## config.mk

```make
export PLATFORM = sky130hd
export DESIGN_NAME = risc_prog_loader_flat
export DESIGN_NICKNAME = d
export VERILOG_FILES = /design/src/rtl/risc_prog_loader_pkg.sv /design/src/rtl/risc_prog_loader_if.sv /design/src/rtl/risc_prog_loader.sv /design/src/flat_wrapper.sv
export SDC_FILE = /design/constraint.sdc
export NUM_CORES = 1
export LEC_CHECK = 0
export CORE_UTILIZATION = 45
export CTS_CLUSTER_DIAMETER = 150
export DETAILED_ROUTE_END_ITERATION = 6
export HOLD_SLACK_MARGIN = 0.06
export PLACE_DENSITY = 0.85
export SLEW_MARGIN = 20
export SYNTH_ARGS = -nofsm -noshare
export SYNTH_HDL_FRONTEND = slang
export SYNTH_SLANG_ARGS = --single-unit
```

## constraint.sdc

```tcl
create_clock -name clk -period 1.7 [get_ports clk]
set_input_delay 0.255 -clock clk [delete_from_list [all_inputs] [get_ports clk]]
set_output_delay 0.255 -clock clk [all_outputs]
set_load 0.005 [all_outputs]
```

## src/rtl/risc_prog_loader_pkg.sv

```systemverilog
// risc_loader_pkg: shared constants and the FSM state type for the
// RISC_SPM boot-time program loader.
//   WORD_SIZE : processor word size; the loader's data and address width.
//   state_t   : loader FSM states. CHK is reachable only when the loader is
//               built with LOADER_CHKSUM_EN defined.
package risc_loader_pkg;
   localparam int WORD_SIZE = 8;

   typedef enum logic [2:0] {
      IDLE, LEN, DATA, WR, CHK, DONE, ERR
   } state_t;
endpackage

```

## src/rtl/risc_prog_loader_if.sv

```systemverilog
// risc_prog_loader_if: the byte-stream handshake plus the memory write port
// driven by the loader.
//   in_valid/in_data/in_ready : valid/ready byte stream into the loader.
//   mem_addr/mem_data/mem_write: sequential write port into program memory.
// Modports:
//   slave  : loader side (consumes the stream, drives the memory port).
//   master : stream source / memory side.
interface risc_prog_loader_if #(parameter int W = 8);
   logic         in_valid;
   logic [W-1:0] in_data;
   logic         in_ready;
   logic [W-1:0] mem_addr;
   logic [W-1:0] mem_data;
   logic         mem_write;

   modport slave  (input  in_valid, in_data,
                   output in_ready, mem_addr, mem_data, mem_write);
   modport master (output in_valid, in_data,
                   input  in_ready, mem_addr, mem_data, mem_write);
endinterface

```

## src/rtl/risc_prog_loader.sv

```systemverilog
// risc_prog_loader: boot loader for RISC_SPM. It receives a length byte N,
// then N data bytes, and writes them to program memory from BASE_ADDR
// upward. The processor is held in reset (cpu_hold=1) until the image is
// complete.
// Ports:
//   clk, rst  : clock (rising edge) and asynchronous active-low reset.
//   start     : one-cycle pulse; starts a load from IDLE, DONE or ERR.
//   bus       : stream handshake plus memory write port (slave modport).
//   cpu_hold  : high keeps the processor in reset.
//   busy      : high while a load is in progress.
//   done      : high when the image is loaded and the CPU is running.
//   error     : high after an aborted load.
// Build option: define LOADER_CHKSUM_EN to require a trailing checksum byte.
// The 8-bit sum of N, all data bytes and the checksum must be zero.
// All outputs are registered.
module risc_prog_loader #(
   parameter int                   WORD_SIZE = risc_loader_pkg::WORD_SIZE,
   parameter logic [WORD_SIZE-1:0] BASE_ADDR = '0
) (
   input  logic                     clk,
   input  logic                     rst,
   input  logic                     start,
   risc_prog_loader_if.slave        bus,
   output logic                     cpu_hold,
   output logic                     busy,
   output logic                     done,
   output logic                     error
);
   import risc_loader_pkg::*;

   state_t               state, nxt;
   logic [WORD_SIZE-1:0] cnt;
   logic                 acc;
   logic                 rdy_d, wr_d, hold_d, busy_d, done_d, err_d;

`ifdef LOADER_CHKSUM_EN
   logic [WORD_SIZE-1:0] sum;
   localparam state_t AFTER_LAST = CHK;
`else
   localparam state_t AFTER_LAST = DONE;
`endif

   assign acc = bus.in_valid & bus.in_ready;

   // State register together with the registered control outputs
   always_ff @(posedge clk or negedge rst) begin
      if (!rst) begin
         state         <= IDLE;
         bus.in_ready  <= 1'b0;
         bus.mem_write <= 1'b0;
         cpu_hold      <= 1'b1;
         busy          <= 1'b0;
         done          <= 1'b0;
         error         <= 1'b0;
      end else begin
         state         <= nxt;
         bus.in_ready  <= rdy_d;
         bus.mem_write <= wr_d;
         cpu_hold      <= hold_d;
         busy          <= busy_d;
         done          <= done_d;
         error         <= err_d;
      end
   end

   // Next-state logic; start is only honoured in the idle-like states
   always_comb begin
      nxt = state;
      unique case (state)
         IDLE, DONE, ERR: if (start) nxt = LEN;
         LEN:  if (acc) nxt = (bus.in_data == '0) ? ERR : DATA;
         DATA: if (acc) nxt = WR;
         // cnt still holds the pre-decrement value here
         WR:   nxt = (cnt == WORD_SIZE'(1)) ? AFTER_LAST : DATA;
`ifdef LOADER_CHKSUM_EN
         CHK:  if (acc) nxt = (WORD_SIZE'(sum + bus.in_data) == '0) ? DONE : ERR;
`endif
         default: nxt = IDLE;
      endcase
   end

   // Outputs are decoded from the next state so that they are registered
   // yet line up with the state they describe.
   always_comb begin
      rdy_d  = (nxt == LEN) || (nxt == DATA) || (nxt == CHK);
      wr_d   = (nxt == WR);
      hold_d = (nxt != DONE);
      busy_d = (nxt == LEN) || (nxt == DATA) || (nxt == WR) || (nxt == CHK);
      done_d = (nxt == DONE);
      err_d  = (nxt == ERR);
   end

   // Datapath: byte counter, address, write data and optional running sum
   always_ff @(posedge clk or negedge rst) begin
      if (!rst) begin
         cnt          <= '0;
         bus.mem_addr <= BASE_ADDR;
         bus.mem_data <= '0;
`ifdef LOADER_CHKSUM_EN
         sum          <= '0;
`endif
      end else begin
         unique case (state)
            LEN: if (acc) begin
               cnt          <= bus.in_data;
               bus.mem_addr <= BASE_ADDR;
`ifdef LOADER_CHKSUM_EN
               sum          <= bus.in_data;  // sum restarts with N
`endif
            end
            DATA: if (acc) begin
               bus.mem_data <= bus.in_data;
`ifdef LOADER_CHKSUM_EN
               sum          <= sum + bus.in_data;
`endif
            end
            WR: begin
               bus.mem_addr <= bus.mem_addr + WORD_SIZE'(1);  // wraps naturally
               cnt          <= cnt - WORD_SIZE'(1);
            end
            default: ;
         endcase
      end
   end
endmodule

```

## src/flat_wrapper.sv

```systemverilog
// flat-port wrapper written by rule: the top's interface ports become plain ports
module risc_prog_loader_flat import risc_loader_pkg::*;
#(
   parameter int                   WORD_SIZE = risc_loader_pkg::WORD_SIZE,
   parameter logic [WORD_SIZE-1:0] BASE_ADDR = '0
)
  (clk, rst, start, cpu_hold, busy, done, error, bus_in_valid, bus_in_data, bus_in_ready, bus_mem_addr, bus_mem_data, bus_mem_write);
  risc_prog_loader_if #(.W(8)) bus_i ();
  input  logic clk;
  input  logic rst;
  input  logic start;
  output logic cpu_hold;
  output logic busy;
  output logic done;
  output logic error;
  input wire logic [$bits(bus_i.in_valid)-1:0] bus_in_valid;
  input wire logic [$bits(bus_i.in_data)-1:0] bus_in_data;
  output wire logic [$bits(bus_i.in_ready)-1:0] bus_in_ready;
  output wire logic [$bits(bus_i.mem_addr)-1:0] bus_mem_addr;
  output wire logic [$bits(bus_i.mem_data)-1:0] bus_mem_data;
  output wire logic [$bits(bus_i.mem_write)-1:0] bus_mem_write;
  assign bus_i.in_valid = bus_in_valid;
  assign bus_i.in_data = bus_in_data;
  assign bus_in_ready = bus_i.in_ready;
  assign bus_mem_addr = bus_i.mem_addr;
  assign bus_mem_data = bus_i.mem_data;
  assign bus_mem_write = bus_i.mem_write;
  risc_prog_loader #(.WORD_SIZE(WORD_SIZE), .BASE_ADDR(BASE_ADDR)) u_core (.clk(clk), .rst(rst), .start(start), .bus(bus_i), .cpu_hold(cpu_hold), .busy(busy), .done(done), .error(error));
endmodule
```

==> results.md, run 1 <==
- Row cnt: 21
- Area growth syn-to-layout: 35.3%
- Top-area cell type share of the netlist area: 48.7%
- Synth Net Count: 167
- LEAKAGE: 0.945 nW
- Register area share after synthesis: 50.3%
- Vias: 1,465
- R2R setup slack: 0.06 ns
- EDFF count, synth: 0
- DIE WIDTH: 62.4 microns
- Congestion Overflow GR: 0
- RSZ-0062 raised after global routing: false
- Warnings from Yosys: 0
- Layout cells sized above 1: 22.8%
- CTS H-Tree Depth: 2
- Largest net degree at the start of global routing: 34
- GR Util All Layers: 22.2%
- # Post-CTS Setup Buffers: 0
- Clk buf depth: 2
- Inst Count DP: 244
- Final Max Tran Viols: 0
- Reg-to-reg startpoint: u_core.state[2]$_DFF_PN0_
- Drt pass-1 iters: 4
- Routed wire length: 3910 microns
- Peak VDD IR: 0.969 mV
- Hold Slack: 0.303 ns
- CTS tree: built
- Crit. End Element: register
- Initial antenna violation count: 0
- Slew @ Worst Pin: 0.407 ns
- Residual DRC: 0
- Core area: 3420 sq um
- Routed Antenna Nets: 0
- Top_reg_cell synth: dfrtp_1
- Largest cells by area after synthesis: dfrtp_1 (49%), mux2_2 (5.5%), nand2_1 (3.4%), o21ai_0 (2.7%), nor2_1 (2.7%)
- Grt peak-use layer: met2
- Die ar.: 3900 sq um
- Startpoint Class: register
- Port Buffers: 33
- First-pass GRT wire length: 6670 microns
- Max transition margin: 72.6%
- Cell Count, Final, Fillers Out: 252
- Crit-path cells: nand2b_4 > or3_1 > buf_4 > o221a_2
- Setup TNS: 0 ns
- Final setup fails: 0
- DRC marker count from the first detailed-route iteration: 95
- PD cells: 1630 nW/um^2
- Worst Path Class, Setup: reg -> reg
- GR Layer Usage met2: 37.6%
- Max incr delay on CP: 0.48 ns
- M1 GR Usage: 25.8%
- Critical path launch point: u_core.state[2]$_DFF_PN0_
- Post-Synthesis Cells: 152
- WP data required: 1.93 ns
- Num CTS Buffers: 5
- Detail Placement HPWL: 2960 microns
- Clock Skew: 0.00961 ns
- Fin crit share: 96.4%
- Max Cap Violations: 0
- Most common cell after layout, fill and taps aside: clkdlybuf4s50_1
- Crit path time final: 1.64 ns
- Met3 usage: 6.20%
- Slowest-stage cell, CP: dfrtp_1
- Worst-path clk slew: 0.10 ns
- Routed len/inst: 15.5 microns
- Status: finished, final reports clean
- Worst-Skew Late Latency: 0.34 ns
- RePlAce Congestion: 0.927
- Average size of a mapped cell: 10.8 sq um
- Cell taking the most area after synthesis: dfrtp_1
- Max Fclk: 610 MHz
- IO Pins: 34
- Root Buffer Master: clkbuf_4
- # diodes: 0
- #FFs+latches synth: 33
- Synth cell types: 49
- Synth Cell Area: 1640 sq um
- Worst EP arrival: 1.87 ns
- DR vias/cell: 5.81
- Clk sinks: 33
- Starting Density: 48.1%
- Vias in the first global route: 1,465
- Critical-path maximum fanout: 8
- Hold Path Class: in -> async
- Ys async rst share: 100%
- Die height: 62.4 microns
- Most frequent cells in the layout: clkdlybuf4s50_1 (33), dfrtp_1 (32), buf_4 (20)
- Nets: 220
- Final Hold Fails: 0
## worst paths after layout
check / end / depth (start not counted)
hold / removal: u_core.bus.mem_data[6]$_DFFE_PN0P_ / 2
setup / recovery: u_core.cnt[2]$_DFFE_PN0P_ / 4
min in group clk: u_core.bus.mem_addr[7]$_DFFE_PN0P_ / 1
setup reg to reg: u_core.cnt[2]$_DFFE_PN0P_ / 4
hold reg to reg: u_core.bus.mem_addr[7]$_DFFE_PN0P_ / 1
max in group asynchronous: u_core.cpu_hold$_DFF_PN1_ / 2
## per-stage QoR
step / area, sq um / total power [mW] / setup slack [ns] / utilization [%]
floorplan: 1640 / 2.21 / 0.101 / -
global placement: 2120 / 2.87 / -0.0670 / 62.2
detailed placement: 2120 / 2.98 / -0.0982 / 62.2
CTS: 2220 / 3.61 / 0.0147 / 64.9
global route: 2220 / 3.87 / 0.000598 / 65.1
finish: 2220 / 3.63 / 0.0606 / 65.1
## what timing repair did
action,in CTS,in global routing
endpoints found under the setup margin,2,5
gates resized for setup,1,3
pin swaps,0,2
hold buffers,0,0
## power breakdown
| group | total [mW] | switching [mW] | internal, mW |
|---|---|---|---|
| sequential | 1.37 | 0.291 | 1.07 |
| combinational | 1.66 | 0.762 | 0.899 |
| clock | 0.604 | 0.253 | 0.351 |
## area by class of cell
type	count	area [sq um]
tap	46	57.6
multi-input combinational	106	751
fill	273	1190
clock buffer	7	55.1
sequential	33	827
timing repair buffer	53	480
clock inverter	1	30.0
inverter	6	22.5
## flip-flops by register name, summed over array words and instances (netlist names)
name                  cells
u_core.bus.mem_addr       8
u_core.bus.mem_data       8
u_core.cnt                8
u_core.state              3
u_core.bus.in_ready       1
u_core.bus.mem_write      1
u_core.busy               1
u_core.cpu_hold           1
u_core.done               1
u_core.error              1
## kinds of logic after synthesis
group,after synthesis,share of synthesized area (%)
flops,33,50.3
buf+inv,13,4.80
simple gates,55,19.4
compound gates,37,15.9
mux,10,6.70
xor+xnor,1,0.533
fa+ha+maj,3,2.29
## layer usage
layer / vias up / wire length (microns) / part of all wire (%)
li1: 668 / - / -
met1: 719 / 1520 / 39
met2: 63 / 2030 / 52
met3: 15 / 243 / 6.2
met4: 0 / 118 / 3.0
met5: - / 0 / 0
## synth_stat cells, types with 2 or more instances
library cell,number
ha_1,3
buf_6,3
a32oi_1,2
mux2i_1,2
a211oi_1,2
mux2_2,8
dfrtp_1,32
nor3_1,2
buf_2,2
or3_1,3
inv_1,5
nor4_1,4
a21oi_1,8
a211o_1,2
o21ai_0,9
nand2_1,15
nor2_1,12
nand3_1,7
## worst max-delay path: cells and delay by family (launching register included)
| family | cells | cell delay, ns |
|---|---|---|
| and+or+nand+nor | 2 | 0.60 |
| DFF | 1 | 0.48 |
| AOI/OAI and AO/OA | 1 | 0.27 |
| buffers and inverters | 1 | 0.20 |
No activity file was read; power rests on OpenSTA's default activity.
==> run 2: changes to the inputs <==
--- a/config.mk
+++ b/config.mk
@@ -5,6 +5,7 @@
 export SDC_FILE = /design/constraint.sdc
 export NUM_CORES = 1
 export LEC_CHECK = 0
+export CAP_MARGIN = 20
 export CORE_UTILIZATION = 45
 export CTS_CLUSTER_DIAMETER = 150
 export DETAILED_ROUTE_END_ITERATION = 6
==> results of run 2 <==
Final layout, timing and power as in run 1 (identical DEF).
